**src/rtl/ysyx_25010008_lsu_pkg.sv**
```systemverilog
// Shared types and encodings for the load/store unit.
// State enum, access-size codes, AXI response codes.
package ysyx_25010008_lsu_pkg;

  typedef enum logic [2:0] {
    S_IDLE = 3'd0,
    S_AR   = 3'd1,
    S_R    = 3'd2,
    S_AW_W = 3'd3,
    S_B    = 3'd4,
    S_RESP = 3'd5
  } state_e;

  localparam logic [1:0] SIZE_B    = 2'd0;
  localparam logic [1:0] SIZE_H    = 2'd1;
  localparam logic [1:0] SIZE_W    = 2'd2;
  localparam logic [1:0] SIZE_W3   = 2'd3;
  localparam logic [1:0] RESP_OKAY = 2'b00;

  // code 3 aliases word, so size[1] marks any word access
  function automatic logic misaligned(
    input logic [1:0] size,
    input logic [1:0] off
  );
    return ((size == SIZE_H) && off[0]) ||
           (size[1] && (off != 2'd0));
  endfunction

endpackage

```
**src/rtl/ysyx_25010008_lsu_align.sv**
```systemverilog
// Byte-lane steering: store strobes/data and load
// shift plus zero/sign extension.
module ysyx_25010008_lsu_align
  import ysyx_25010008_lsu_pkg::*;
(
  input  logic [1:0]  size,
  input  logic [1:0]  offset,
  input  logic        sign_ext,
  input  logic [31:0] store_data,
  input  logic [31:0] load_raw,
  output logic [3:0]  wstrb,
  output logic [31:0] wdata,
  output logic [31:0] load_data
);

  logic [4:0]  shamt;
  logic [3:0]  base;
  logic [31:0] shifted;

  assign shamt   = {offset, 3'b000};
  assign wstrb   = base << offset;
  assign wdata   = store_data << shamt;
  assign shifted = load_raw >> shamt;

  always_comb begin
    base = 4'b1111;
    unique case (1'b1)
      size == SIZE_B: base = 4'b0001;
      size == SIZE_H: base = 4'b0011;
      default:        base = 4'b1111;
    endcase
  end

  always_comb begin
    load_data = shifted;
    unique case (1'b1)
      size == SIZE_B:
        load_data = {{24{sign_ext & shifted[7]}},
                     shifted[7:0]};
      size == SIZE_H:
        load_data = {{16{sign_ext & shifted[15]}},
                     shifted[15:0]};
      default:
        load_data = shifted;
    endcase
  end

endmodule

```
**src/rtl/ysyx_25010008_lsu.sv**
```systemverilog
// Load/store unit: request handshake to AXI-lite master.
// YSYX_25010008_LSU_MISALIGN_TRAP_EN: trap misaligned h/w.
module ysyx_25010008_lsu
  import ysyx_25010008_lsu_pkg::*;
(
  input  logic        clock,
  input  logic        reset,
  input  logic        req_valid,
  output logic        req_ready,
  input  logic        req_wen,
  input  logic [31:0] req_addr,
  input  logic [31:0] req_wdata,
  input  logic [1:0]  req_size,
  input  logic        req_signed,
  output logic        resp_valid,
  input  logic        resp_ready,
  output logic [31:0] resp_rdata,
  output logic        resp_err,
  output logic [31:0] araddr,
  output logic        arvalid,
  input  logic        arready,
  output logic        rready,
  input  logic [31:0] rdata,
  input  logic [1:0]  rresp,
  input  logic        rvalid,
  output logic [31:0] awaddr,
  output logic        awvalid,
  input  logic        awready,
  output logic [31:0] wdata,
  output logic [3:0]  wstrb,
  output logic        wvalid,
  input  logic        wready,
  output logic        bready,
  input  logic [1:0]  bresp,
  input  logic        bvalid
);

  state_e      state, state_n;
  logic [31:0] addr_q, wdata_q, rdata_q;
  logic [1:0]  size_q;
  logic        signed_q, wen_q, err_q;
  logic        aw_done, w_done;
  logic        aw_ok, w_ok, trap;
  logic [3:0]  al_wstrb;
  logic [31:0] al_wdata, al_load;

`ifdef YSYX_25010008_LSU_MISALIGN_TRAP_EN
  assign trap = misaligned(req_size, req_addr[1:0]);
`else
  assign trap = 1'b0;
`endif

  ysyx_25010008_lsu_align u_align (
    .size       (size_q),
    .offset     (addr_q[1:0]),
    .sign_ext   (signed_q),
    .store_data (wdata_q),
    .load_raw   (rdata_q),
    .wstrb      (al_wstrb),
    .wdata      (al_wdata),
    .load_data  (al_load)
  );

  assign req_ready  = (state == S_IDLE);
  assign resp_valid = (state == S_RESP);
  assign resp_err   = resp_valid & err_q;
  assign resp_rdata = (resp_valid && !wen_q) ? al_load
                                             : 32'd0;

  assign arvalid = (state == S_AR);
  assign rready  = (state == S_AR) || (state == S_R);
  assign araddr  = arvalid ? addr_q : 32'd0;

  assign awvalid = (state == S_AW_W) && !aw_done;
  assign wvalid  = (state == S_AW_W) && !w_done;
  assign bready  = (state == S_AW_W) || (state == S_B);
  assign awaddr  = awvalid ? addr_q : 32'd0;
  assign wdata   = wvalid ? al_wdata : 32'd0;
  assign wstrb   = wvalid ? al_wstrb : 4'd0;

  assign aw_ok = aw_done | (awvalid & awready);
  assign w_ok  = w_done | (wvalid & wready);

  always_comb begin
    state_n = state;
    unique case (state)
      S_IDLE:
        if (req_valid)
          state_n = trap    ? S_RESP :
                    req_wen ? S_AW_W : S_AR;
      S_AR:
        if (arready) state_n = rvalid ? S_RESP : S_R;
      S_R:
        if (rvalid) state_n = S_RESP;
      S_AW_W:
        if (aw_ok && w_ok)
          state_n = bvalid ? S_RESP : S_B;
      S_B:
        if (bvalid) state_n = S_RESP;
      S_RESP:
        if (resp_ready) state_n = S_IDLE;
      default: state_n = S_IDLE;
    endcase
  end

  always_ff @(posedge clock) begin
    if (reset) begin
      state    <= S_IDLE;
      addr_q   <= 32'd0;
      wdata_q  <= 32'd0;
      rdata_q  <= 32'd0;
      size_q   <= SIZE_B;
      signed_q <= 1'b0;
      wen_q    <= 1'b0;
      err_q    <= 1'b0;
      aw_done  <= 1'b0;
      w_done   <= 1'b0;
    end else begin
      state <= state_n;
      case (state)
        S_IDLE:
          if (req_valid) begin
            addr_q   <= req_addr;
            wdata_q  <= req_wdata;
            size_q   <= req_size;
            signed_q <= req_signed;
            wen_q    <= req_wen;
            rdata_q  <= 32'd0;
            err_q    <= trap;
            aw_done  <= 1'b0;
            w_done   <= 1'b0;
          end
        S_AR:
          if (arready && rvalid) begin
            rdata_q <= rdata;
            err_q   <= (rresp != RESP_OKAY);
          end
        S_R:
          if (rvalid) begin
            rdata_q <= rdata;
            err_q   <= (rresp != RESP_OKAY);
          end
        S_AW_W: begin
          aw_done <= aw_ok;
          w_done  <= w_ok;
          if (aw_ok && w_ok && bvalid)
            err_q <= (bresp != RESP_OKAY);
        end
        S_B:
          if (bvalid) err_q <= (bresp != RESP_OKAY);
        default: ;
      endcase
    end
  end

endmodule

```
**config.mk**
```make
export PLATFORM = sky130hd
export DESIGN_NAME = ysyx_25010008_lsu
export DESIGN_NICKNAME = d
export VERILOG_FILES = /design/src/rtl/ysyx_25010008_lsu_pkg.sv /design/src/rtl/ysyx_25010008_lsu_align.sv /design/src/rtl/ysyx_25010008_lsu.sv
export SDC_FILE = /design/constraint.sdc
export NUM_CORES = 1
export LEC_CHECK = 0
export ABC_AREA = 1
export BUFFER_PORTS_ARGS = -buffer_cell sky130_fd_sc_hd__buf_2
export CAP_MARGIN = 5
export CORE_UTILIZATION = 46
export DETAILED_ROUTE_END_ITERATION = 6
export PLACE_DENSITY = 0.78
export SYNTH_ARGS = -nofsm -noshare
export SYNTH_HDL_FRONTEND = slang
export SYNTH_SLANG_ARGS = --single-unit
```
**constraint.sdc**
```tcl
create_clock -name clock -period 3.1 [get_ports clock]
set_input_delay 0.465 -clock clock [delete_from_list [all_inputs] [get_ports clock]]
set_output_delay 0.465 -clock clock [all_outputs]
set_load 0.03 [all_outputs]
```
* Word level (Yosys, flattened, before mapping)
Cells that the tools add are included.
Cells by class: order comparisons 0, bitwise operators 7, divide/modulo/power cells 0, mux-type cells 29, shifts and indexed selects 3, add/subtract/negate cells 0, multiply operators 0, equality and inequality tests 14, reductions and logical operators 23
Operators with widths (number):
- 32-bit two-way mux | 7
- 32-bit case mux with 3 select lines | 1
- 32-bit case mux with 2 select lines | 1
- 32-bit by 5-bit << shifter with 32-bit output | 1
- 32-bit by 5-bit >> shifter with 32-bit output | 1
- 3-bit two-way mux | 7
- 3-bit case mux with 6 select lines | 1
- 6-bit AND reduction | 2
- 2-bit by 1-bit != test with 1-bit output, second input constant | 5
- 4-bit case mux with 2 select lines | 1
- 3-bit by 2-bit equality test with 1-bit output, second input constant | 2
- 3-bit equality test, second input constant | 2
- 1-bit logical AND | 6
- 1-bit two-way mux | 6
- 2-bit != test, second input constant | 3
- 2-bit nonzero test | 3
- 1-bit bitwise AND | 5
- 1-bit case mux with 5 select lines | 1
- 5-bit nonzero test | 1
- 4-bit two-way mux | 1
- 1-bit case mux with 2 select lines | 2
- 2-bit AND reduction | 2
- 4-bit AND reduction | 1
- 4-bit by 2-bit << shifter with 4-bit output | 1
- other kinds (9) | 13
Storage, ports and cells: flip-flop bits (word level) 106, word-level logic and storage cells 86, bits in writable memories 0, memories 0, latch bits 0, input port bits 113, memory bits (read-only) 0

* Depth between registers and ports, before layout
Gate-level depths: netlist (run 1).
depth in word-level cells 8, gate-level depth with buffers 10, gate-level depth less buffers 9

* Modules after synthesis
From an unflattened synthesis (run 1), not the netlist that was laid out.
Second synthesis, totals: cell total of the unflattened synthesis 1053, area, all modules 6409.9 sq um
By module, submodules not included:
- ysyx_25010008_lsu | area each 4987.3 sq um, times used 1, cells an instance 775
- ysyx_25010008_lsu_align | area each 1422.6 sq um, times used 1, cells an instance 278

* Worst setup path after synthesis (run 1)
Ideal clock, no wire load.
kind register to output, from register state[2], to output awaddr[10], data arrival time 1873 ps, setup slack 762 ps, buffers on the path 1, stages on the path, launching flop included 7, cells stage by stage dfxtp_1 -> inv_4 -> nand3_2 -> nor2_1 -> inv_1 -> buf_2 -> nor2_1
On the way: cells in the longest elaborated chain, start to end 3
RTL lines:
- start: declaration | RTL line ysyx_25010008_lsu.sv:38 | state_e state, state_n;
- start signal: assignment | RTL line ysyx_25010008_lsu.sv:119 | state <= state_n;
- 3-bit by 2-bit equality test with 1-bit output | RTL line ysyx_25010008_lsu.sv:74 | assign awvalid = (state == S_AW_W) && !aw_done;
- 1-bit logical AND | RTL line ysyx_25010008_lsu.sv:74
- net awvalid | RTL line ysyx_25010008_lsu.sv:27 | output logic awvalid,
- 32-bit two-way mux | RTL line ysyx_25010008_lsu.sv:77 | assign awaddr = awvalid ? addr_q : 32'd0;
- end: declaration | RTL line ysyx_25010008_lsu.sv:26 | output logic [31:0] awaddr,
The timed path passes the listed nets, and every way through them passes these cells.

* Worst setup path in the final report (run 1)
from register addr_q[0], to output resp_rdata[16]
On the way: cells in the longest elaborated chain, start to end 4
RTL lines:
- start: declaration | RTL line ysyx_25010008_lsu.sv:39 | logic [31:0] addr_q, wdata_q, rdata_q;
- start signal: assignment | RTL line ysyx_25010008_lsu.sv:123 | addr_q <= req_addr;
- 32-bit by 5-bit >> shifter with 32-bit output * | RTL line ysyx_25010008_lsu_align.sv:23 | assign shifted = load_raw >> shamt;
- 1-bit bitwise AND (on tied branches) | RTL line ysyx_25010008_lsu_align.sv:41, ysyx_25010008_lsu_align.sv:38
- 32-bit case mux with 2 select lines * | RTL line ysyx_25010008_lsu_align.sv:36 | unique case (1'b1)
- 32-bit two-way mux * | RTL line ysyx_25010008_lsu.sv:67 | assign resp_rdata = (resp_valid && !wen_q) ? al_load
- end: declaration | RTL line ysyx_25010008_lsu.sv:17 | output logic [31:0] resp_rdata,
Mark *: on every way between the ends. The rest lies on a longest branch, timed or not.

==> impl_metrics.yaml, run 1 <==
route:
  via_count: 6597
  drc: 0
  ant_nets: 0
  drtIter0Drc: 582
  drt_first_pass_iters: 6
  routed_via_density: 5.24
  wire_per_inst_um: 14.5
  drt-total-wl_um: 18300
critical_path:
  crit_type: "flip-flop to output port"
  r2r_cells: 6
  cp_common_cell: "nand3_2"
  slowest_delay_ps: 530
  required_ps: 2630
  cp.depth: 8
  crit_chain: "buf_4 -> nand2_1 -> nand3_1 -> nand3_2 -> nand3_2 -> nand2_2 -> nor2_1 -> buf_2"
  cp_top_family: "simple AND/OR/NAND/NOR gates"
  crit_fanout: 73
  crit_slowest_cell: "buf_4"
  cp_num_buf_inv: 2
  critPathLaunchType: "flip-flop"
  critPathCaptureType: "output port"
  worstPathArrival_ps: 2410
sta:
  max_clock_freq_ghz: 0.348
  hold_violations: 0
  tightest_slew_ps: 1170
  setup_viol: 0
  hold_slack_ps: 345
  post-route-min-period_ps: 2870
  grt_setup_unrepaired: "no"
  skew_ps: 5.78
  relSlewSlack: 0.218
  fin_crit_sh: 0.926
  setup-tns-final_ps: 0
  maxSlewViolCount: 0
layout:
  design_area_um2: 7270
  drive_above_1_share: 0.288
  areaGrowthSynthToFinish_pct: 25.7
  fin_nets: 1198
  fillCellCount: 1248
yosys:
  synth_top_cell_by_area: "dfxtp_1"
  synth-seq-cells: 106
  synth-edff-count: 0
  syn-cell-area_um2: 5790
  ys_seq_area_frac: 0.367
  syn_area_per_cell_um2: 6.57
  synth_async_sr_flop_share: 0
  synth_ff_type: "dfxtp_1"
  synth.net_count: 994
  synth.top_cell.area_share: 0.367
  syn_inst: 881
  synth_top_cells_by_area: "dfxtp_1 (37%), o21ai_0 (11%), a21oi_1 (10%), nor2_1 (8.4%), nand2_1 (7.1%)"
  ys_warn_count: 0
  synth.distinct_cells: 32
die:
  die_w_um: 114
  die_h_um: 114
  core-area_um2: 12200
  rows: 40
  die-area_um2: 13000
  initial_utilization: 0.476
  ioPinCount: 253
placed_design:
  portBuffers: 252
  gp_congestion: 0.916
  dp_hpwl_um: 13400
  placed_cell_area_um2: 6990
cts:
  htreeDepth: 3
  path_clk_slew_ps: 70
  postCtsHoldBufs: 0
  cts_buffer_depth: 2
  cts-root-buf: "clkbuf_16"
  cts_setup_buffers: 0
  clock-sinks: 106
  cts_tree: "done"
  post_cts_resized: 0
  clock_latency_ps: 340
  numCtsBuffers: 9
min_path:
  hold_class: "input pin to flip-flop"
  hold_depth: 3
global_routing:
  grt_antenna_before_repair: 2
  grt_pass1_wl_um: 28000
  grt.total_usage: 0.272
  grt_max_degree: 84
  overflow: 0
  grt_pass1_vias: 5550
power:
  cellPowerDensity_nw_per_um2: 797
  ir_drop_mv: 0.462
  leakage_uw: 0.00344
status:
  status: "finished, final reports clean"
flow_run:
  cap_violations: 0
[synth_stat cells, types with 2 or more instances]
cell / instances
nand4_1: 4
nand2_2: 3
o21ai_0: 133
nand3_2: 4
a21oi_1: 118
a31oi_1: 7
clkbuf_1: 37
inv_1: 83
buf_2: 11
a211oi_1: 24
clkbuf_2: 7
buf_1: 3
dfxtp_1: 106
or2_2: 2
nor3b_1: 2
nor2_1: 129
nor2_4: 4
buf_6: 9
nand3b_1: 2
nand2_1: 110
buf_4: 2
nor2_2: 13
inv_2: 6
nand3_1: 54
[power by group]
part	leakage (uW)	internal (uW)	switching [uW]
combinational	0.00243	738	2000
clock	0.000140	556	532
sequential	0.000870	1740	226
[cell families after synthesis]
logic type | after synthesis | synth area share
DFF | 106 | 0.367
buffers and inverters | 159 | 0.120
and+or+nand+nor | 332 | 0.255
AOI/OAI and AO/OA | 284 | 0.258
[sequential cells by signal (all words and copies together) (netlist names)]
register,flops
w_done,1
state,3
signed_q,1
addr_q,32
size_q,2
aw_done,1
wen_q,1
err_q,1
wdata_q,32
rdata_q,32
[tightest hold or removal path: stages]
cell	delay, ps
buf_2	80
nor2_1	30
nor2_1	80
[layout by cell type, fill, tap and decap left out, drive strengths merged]
cell | netlist | final
nor2 | 146 | 146
inv | 90 | 92
nand3 | 59 | 59
a21oi | 118 | 118
or2 | 2 | 2
clkbuf | 44 | 9
dfxtp | 106 | 106
nor3 | 2 | 2
nor3b | 2 | 2
clkinv | 0 | 4
diode | 0 | 2
nand3b | 2 | 2
o2111ai | 1 | 1
o21ai | 134 | 134
a31oi | 7 | 7
nand4 | 4 | 4
buf | 25 | 262
and2 | 1 | 1
a211oi | 24 | 24
nand2 | 114 | 114
[final cells by class]
cell class,count,area (um^2),area share
Clock buffer,9,225,0.0310
Sequential cell,106,2120,0.292
Inverter,90,342,0.0470
Multi-Input combinational cell,616,2970,0.408
Tap cell,168,210,0.0289
Antenna cell,2,5.00,0.000688
Timing Repair Buffer,262,1350,0.185
Clock inverter,6,50.0,0.00688
[path summary, 6_finish.rpt]
check | start | endpoint | slack [ps]
worst max-delay path | addr_q[0] | resp_rdata[16] | 230
worst min-delay path | req_wdata[10] | wdata_q[10] | 340
worst max register to register | state[1] | rdata_q[23] | 670
worst min register to register | wdata_q[31] | wdata_q[31] | 460
[per-layer routing]
metal	part of all wire	up-vias	track usage	wire length, um
met5	0.00087	-	0	16
met4	0.014	2	0.0848	265
met3	0.074	20	0.0487	1350
met2	0.45	269	0.423	8260
met1	0.46	2994	0.383	8410
li1	-	3312	-	-
[through the flow]
step / setup WS, ps / std cells / power [uW] / util
3_3_place_gp: 641 / 1242 / 4660 / 0.575
2_1_floorplan: 762 / 881 / 4130 / -
5_1_grt: 8.30 / 1257 / 6210 / 0.598
3_5_place_dp: 615 / 1242 / 4700 / 0.575
4_1_cts: 239 / 1257 / 5790 / 0.598
6_report: 230 / 1259 / 5800 / 0.598
Power figures use the tool's default switching activity.
==> run 2: changes to the inputs <==
--- a/config.mk
+++ b/config.mk
@@ -8,9 +8,10 @@
 export ABC_AREA = 1
 export BUFFER_PORTS_ARGS = -buffer_cell sky130_fd_sc_hd__buf_2
 export CAP_MARGIN = 5
-export CORE_UTILIZATION = 46
+export CORE_ASPECT_RATIO = 1.5
+export CORE_UTILIZATION = 52
 export DETAILED_ROUTE_END_ITERATION = 6
-export PLACE_DENSITY = 0.78
+export PLACE_DENSITY = 0.87
 export SYNTH_ARGS = -nofsm -noshare
 export SYNTH_HDL_FRONTEND = slang
 export SYNTH_SLANG_ARGS = --single-unit
==> impl_metrics.yaml, run 2 (synthesis results as in run 1) <==
route:
  drtIter0Drc: 514
  wire_per_inst_um: 15.1
  via_count: 6691
  routed_via_density: 5.42
  drc: 0
  drt_first_pass_iters: 5
  ant_nets: 0
  drt-total-wl_um: 18600
layout:
  fin_cells: 1234
  top_regs: "addr_q: 32 flops, rdata_q: 32 flops, wdata_q: 32 flops"
  regArea_um2: 2120
  fillCellCount: 955
  final_core_util: 0.680
  areaGrowthSynthToFinish_pct: 25.8
  layout_common_cells: "buf_2 (252), o21ai_0 (133), nor2_1 (129), a21oi_1 (118), nand2_1 (110)"
  multi_input_area_um2: 2970
  drive_above_1_share: 0.289
  layout_commonest_cell: "buf_2"
  fin_nets: 1198
cts:
  cts_buffer_depth: 2
  cts_setup_buffers: 0
  clock-sinks: 106
  htreeDepth: 3
  post_cts_resized: 0
  postCtsHoldBufs: 0
  cts_tree: "done"
  cts-root-buf: "clkbuf_16"
  path_clk_slew_ps: 70
  clock_latency_ps: 350
  numCtsBuffers: 9
critical_path:
  crit_type: "flip-flop to output port"
  worst_r2r_startpoint: "state[1]"
  required_ps: 2630
  worstPathArrival_ps: 2390
  crit_fanout: 10
  r2r_end: "rdata_q[21]"
  critPathLaunchType: "flip-flop"
  regToRegSetupSlack_ps: 580
  critPathCaptureType: "output port"
  r2r_cells: 6
power:
  pwr-share-clk: 0.196
  cellPowerDensity_nw_per_um2: 817
  leakage_uw: 0.00346
  switching_share: 0.469
  ir_drop_mv: 0.386
  p_total_uw: 5950
  p_int_uw: 3160
  p_sw_uw: 2790
  comb_power_share: 0.467
  seqPwrFrac: 0.337
die:
  ioPinCount: 253
  die_w_um: 88.2
  die_h_um: 131
  core-area_um2: 10700
  initial_utilization: 0.541
  die-area_um2: 11600
  rows: 46
global_routing:
  grt_pass1_vias: 5965
  grt_max_degree: 72
  overflow: 0
  grt.total_usage: 0.316
  grt_antenna_before_repair: 1
  grt_pass1_wl_um: 28400
sta:
  relSlewSlack: 0.329
  fin_crit_sh: 0.920
  setup-tns-final_ps: 0
  maxSlewViolCount: 0
  hold_violations: 0
  setup_viol: 0
  skew_ps: 9.50
  post-route-min-period_ps: 2850
  max_clock_freq_ghz: 0.350
  grt_setup_unrepaired: "no"
  tightest_slew_ps: 1010
min_path:
  hold_depth: 3
  hold_start: "req_wdata[15]"
  hold_class: "input pin to flip-flop"
  hold-path-endpoint: "wdata_q[15]"
placed_design:
  dp_hpwl_um: 13400
  dp_cells: 1218
  gp_congestion: 1.00
  portBuffers: 252
flow_run:
  cap_violations: 0
status:
  status: "finished, final reports clean"
==> run 2: changes by cell type in the layout (fill, tap and decap cells not counted) <==
cell        previous run  this run
inv_8                  2         1
diode_2                2         1
inv_2                  5         6
clkbuf_8               0         1
bufinv_16              0         1
clkinvlp_4             0         1
buf_4                  9         8
clkinv_1               1         0
clkinv_2               3         2
inv_6                  2         1
buf_12                 1         2
==> run 2: metrics by stage <==
step	setup slack (ps)	area [um^2]	hold slack (ps)
3_5_place_dp	634	6980	449
3_3_place_gp	673	6980	440
2_1_floorplan	762	5790	430
5_1_grt	72.4	7280	349
6_report	247	7280	345
4_1_cts	260	7280	339
==> run 2: worst max path at each step <==
stage	depth (start not counted)	slack (ps)	from	endpoint
floorplan	6	760	state[2]	awaddr[10]
global placement	7	670	state[1]	wdata[6]
detailed placement	7	630	state[1]	wdata[6]
CTS	7	260	state[1]	wdata[6]
global route	8	70	size_q[1]	resp_rdata[17]
finish	7	250	state[1]	wdata[6]
==> run 2: layout make-up <==
| class | count | share of cell area |
|---|---|---|
| clock buffer | 10 | 0.0328 |
| timing repair buffer | 262 | 0.187 |
| inverter | 90 | 0.0469 |
| clock inverter | 5 | 0.00859 |
| multi-input combinational | 616 | 0.408 |
| tap | 144 | 0.0247 |
| antenna | 1 | 0.000344 |
| sequential | 106 | 0.292 |
==> run 2: layer usage <==
metal,vias up,routed length [um],global-route usage
met5,-,0,0
li1,3306,-,-
met3,75,1480,0.0515
met2,372,9350,0.549
met4,0,998,0.203
met1,2938,6820,0.346
==> run 2: worst max-delay path: stages, from the launching register on <==
cell     delay (ps)
dfxtp_1         620
nand3_2         240
nor2_4          210
inv_2           120
nor2_1          170
nand2_1         250
nor2_1          210
buf_2           220
==> run 2: power groups by stage <==
stage	Combinational (uW)	Sequential, uW	Clock [uW]
2_1_floorplan	2240	1890	0
3_3_place_gp	2680	2010	0
3_5_place_dp	2720	2020	0
4_1_cts	2740	1990	1170
5_1_grt	3060	2040	1230
6_report	2780	2000	1170
